## src/rtl/serial_add_unit.sv

```systemverilog
// Bit-serial adder: one full-adder stage processes a, b, cin LSB-first, one bit per clock.
// sum/cout update only on the completion edge and hold until the next accepted operation.
module serial_add_unit #(
    parameter int WIDTH = 8
) (
    input  logic             clk,
    input  logic             rst_n,
    input  logic             start,
    input  logic [WIDTH-1:0] a,
    input  logic [WIDTH-1:0] b,
    input  logic             cin,
    output logic             busy,
    output logic             done,
    output logic [WIDTH-1:0] sum,
    output logic             cout
);

    localparam int CW = $clog2(WIDTH);

    typedef enum logic [1:0] {IDLE, ADD, DONE} state_t;

    state_t           state;
    logic [WIDTH-1:0] op_a;
    logic [WIDTH-1:0] op_b;
    logic [WIDTH-1:0] work;
    logic             carry;
    logic [CW-1:0]    cnt;
    logic             s;
    logic             carry_nx;
    logic [WIDTH-1:0] work_nx;

    always_comb begin
        s        = op_a[0] ^ op_b[0] ^ carry;
        carry_nx = (op_a[0] & op_b[0]) | (carry & (op_a[0] ^ op_b[0]));
        work_nx  = {s, work[WIDTH-1:1]};
    end

    always_ff @(posedge clk or negedge rst_n) begin
        if (!rst_n) begin
            state <= IDLE;
            op_a  <= '0;
            op_b  <= '0;
            work  <= '0;
            carry <= 1'b0;
            cnt   <= '0;
            busy  <= 1'b0;
            done  <= 1'b0;
            sum   <= '0;
            cout  <= 1'b0;
        end else begin
            case (state)
                IDLE: begin
                    done <= 1'b0;
                    if (start) begin
                        op_a  <= a;
                        op_b  <= b;
                        carry <= cin;
                        cnt   <= '0;
                        busy  <= 1'b1;
                        state <= ADD;
                    end
                end
                ADD: begin
                    op_a  <= op_a >> 1;
                    op_b  <= op_b >> 1;
                    work  <= work_nx;
                    carry <= carry_nx;
                    cnt   <= cnt + 1'b1;
                    // Last bit: publish the result straight from the adder stage.
                    if (cnt == CW'(WIDTH - 1)) begin
                        sum   <= work_nx;
                        cout  <= carry_nx;
                        done  <= 1'b1;
                        busy  <= 1'b0;
                        state <= DONE;
                    end
                end
                DONE: begin
                    done  <= 1'b0;
                    state <= IDLE;
                end
                default: begin
                    busy  <= 1'b0;
                    done  <= 1'b0;
                    state <= IDLE;
                end
            endcase
        end
    end

endmodule

```

## config.mk

```make
export PLATFORM = sky130hd
export DESIGN_NAME = serial_add_unit
export DESIGN_NICKNAME = d
export VERILOG_FILES = /design/src/rtl/serial_add_unit.sv
export SDC_FILE = /design/constraint.sdc
export NUM_CORES = 1
export LEC_CHECK = 0
export CORE_MARGIN = 3
export CORE_UTILIZATION = 40
export DETAILED_ROUTE_END_ITERATION = 7
export GPL_TIMING_DRIVEN = 0
export HOLD_SLACK_MARGIN = 0.12
export SLEW_MARGIN = 20
export SYNTH_ARGS = -nofsm -noshare
export SYNTH_HDL_FRONTEND = slang
export SYNTH_SLANG_ARGS = --single-unit
```

## constraint.sdc

```tcl
create_clock -name clk -period 1.8 [get_ports clk]
set_input_delay 0.36 -clock clk [delete_from_list [all_inputs] [get_ports clk]]
set_output_delay 0.36 -clock clk [all_outputs]
set_load 0.1 [all_outputs]
```

==> results of run 1 <==
## area by class of cell
cell class              count  area share (%)
inverters                   3           0.496
repair buffers             32            15.3
clock buffers               6            3.20
plain buffers               8            2.81
well taps                  50            2.76
clock inverters             2            1.54
multi-input cells          95            29.8
flip-flops and latches     40            44.1
## layer usage
metal | track usage [%] | wire (um) | part of all wire, % | vias up
met5 | 0 | 0 | 0 | -
met4 | 6.89 | 63 | 1.9 | 0
met3 | 3.60 | 157 | 4.7 | 7
met2 | 21.8 | 1550 | 46 | 32
met1 | 18.5 | 1590 | 47 | 572
li1 | - | - | - | 588
## final timing paths
| check | cells after the start | startpoint | endpoint | slack, ns |
|---|---|---|---|---|
| min in group asynchronous | 2 | rst_n | carry | 0.54 |
| max in group asynchronous | 3 | rst_n | work[2] | 0.80 |
| worst min register to register | 2 | work[1] | work[1] | 0.49 |
| worst min-delay path | 2 | work[1] | work[1] | 0.49 |
| worst max register to register | 4 | cnt[0] | sum[4] | 0.33 |
| worst max-delay path | 1 | busy | busy | 0.20 |
## cell families (layout without fill, tap and decap cells)
family          after synthesis  count (layout)
buf+inv                      11              51
compound gates               34              34
fa+ha+maj                     3               3
flops                        40              40
simple gates                 49              49
mux                           9               9
## flip-flops by register name (all words and copies together), names as in the netlist
name,flops
sum,8
done,1
op_a,8
carry,1
cnt,3
work,7
state,2
busy,1
cout,1
op_b,8
## through the flow
stage	cells	total power [mW]	setup slack, ns	hold slack, ns
floorplan	146	3.37	0.427	0.0644
global placement	226	3.85	-0.552	0.460
detailed placement	227	3.92	-0.0567	0.311
CTS	236	4.62	0.188	0.493
global route	236	4.83	0.149	0.518
finish	236	4.57	0.196	0.488
## report_power, final
part,internal [mW],switching (mW),leakage [nW]
Clock,0.412,0.316,0.0552
Combinational,0.835,1.44,0.504
Sequential,1.31,0.245,0.478
Total,2.56,2.01,1.04
## timing repair
| action | CTS | global route |
|---|---|---|
| hold buffers | 1 | 0 |
| endpoints found under the hold margin | 15 | 0 |
| endpoints found under the setup margin | 11 | 0 |
| gates resized for setup | 33 | 0 |
## placed cells by master (no fill, tap or decap), types with 5 or more instances in the layout
cell | synthesis | routed
a21oi_1 | 10 | 10
nand3b_1 | 7 | 7
nand2_1 | 23 | 23
o221a_2 | 7 | 7
clkdlybuf4s50_1 | 0 | 18
clkdlybuf4s15_2 | 0 | 11
nor2_1 | 12 | 12
mux2_4 | 9 | 9
clkbuf_8 | 0 | 5
dfrtp_1 | 40 | 40
o22ai_1 | 8 | 8
==> impl_metrics.tcl, run 1 <==
set metrics [dict create \
    outcome "completed" \
    endpoint_kind "output port" \
    cp.required_ns 1.44 \
    critPathBufInv 1 \
    synth_top_family_by_area "simple AND/OR/NAND/NOR gates" \
    seqCellArea_um2 1000 \
    die_area_um2 5210 \
    synth_ff_type "dfrtp_1" \
    yosys_warnings 0 \
    async_flop_share_pct 100 \
    ant_nets 0 \
    postCtsSetupRepairBufs 0 \
    vias 1199 \
    powerDensity_nw_per_um2 2010 \
    synth_seq_area_share_pct 57.1 \
    timing.final.crit_share_pct 89.1 \
    worstPathArrival_ns 1.24 \
    synth_cell_types 27 \
    p_leak_nw 1.04 \
    grt_max_degree 26 \
    cts_buffer_depth 2 \
    worst_pin_slew_ns 0.549 \
    io_buffers 30 \
    drive_above_1_share_pct 25.3 \
    grt_pass1_wl_mm 5.75 \
    syn_area_per_cell_um2 12.0 \
    dieHeight_um 72.2 \
    coreArea_um2 4120 \
    period_needed_ns 1.60 \
    h-tree-depth 2 \
    clkSinkCount 40 \
    finalNetCount 208 \
    fillCellCount 360 \
    design_area_um2 2270 \
    final_util_pct 55.2 \
    cp-start-kind "flop" \
    drtIter0Drc 79 \
    worstSetupPathType "reg2out" \
    std_cell_rows 23 \
    critPathMaxFanout 3 \
    firstDrtPassIters 4 \
    path_clk_slew_ns 0.08 \
    ios 31 \
    cp_top_family "buffers and inverters" \
    yosysTopAreaCell "dfrtp_1" \
    ir_worst_vdd_v 0.000590 \
    root_buffer "clkbuf_8" \
    min_path_type "reg2reg" \
    clock.fmax_mhz 623 \
    multi_input_area_um2 677 \
    route.final.wire_length_mm 3.36 \
    max_cap_violations 0 \
    grt_overflow_total 0 \
    slowest_stage "clkdlybuf4s15_2" \
    synth-edff-count 0 \
    clk_latency_ns 0.29 \
    synthesis.nets 169 \
    dp_hpwl_mm 2.42 \
    avgViaCountPerCell 5.08 \
    skew_ns 0.00596 \
    synthTopCellsByCount "dfrtp_1, nand2_1, nor2_1" \
    finalHoldViolCount 0 \
    synth_area_leaders "dfrtp_1, mux2_4, nand2_1, o221a_2, nand3b_1" \
    slew-limit-headroom_pct 63.5 \
    setup_viol 0 \
    area_growth_pct 29.5 \
    netlist_area_um2 1750 \
    synthAdderAreaFrac_pct 2.57 \
    place_congestion 0.793 \
    synthCells 146 \
    avgRoutedWirePerCell_um 14.2 \
    crit_chain "clkdlybuf4s15_2" \
    antenna_found_initial 0 \
    cts_tree "built" \
    fp.dieW_um 72.2 \
    grt_use_total_pct 14.1 \
    cpPeakStageDelay_ns 0.57 \
    diodes 0 \
    cts_buffers 5 \
    place_area_um2 2140 \
    synth_top_area_share_pct 57.1 \
    synthMuxAreaShare_pct 7.71 \
    grt_pass1_vias 1244 \
    ys_seq_elements 40 \
    drcViolationCount 0 \
    synthXorXnorAreaFrac_pct 0 \
    synth_most_common_cell "dfrtp_1" \
    slew_violations 0 \
    rsz0062_at_grt "no" \
    synth-simple-area-share_pct 14.3 \
    synth_compound_area_share_pct 14.1 \
    start_util_pct 42.6 \
    fin_setup_tns_ns 0 \
]
No activity file was read; power rests on OpenSTA's default activity.
==> run 2, diff against run 1 <==
Settings changed: CAP_MARGIN set to 5.
==> results of run 2 <==
The final DEF is identical to that of run 1; final timing and power are the same.
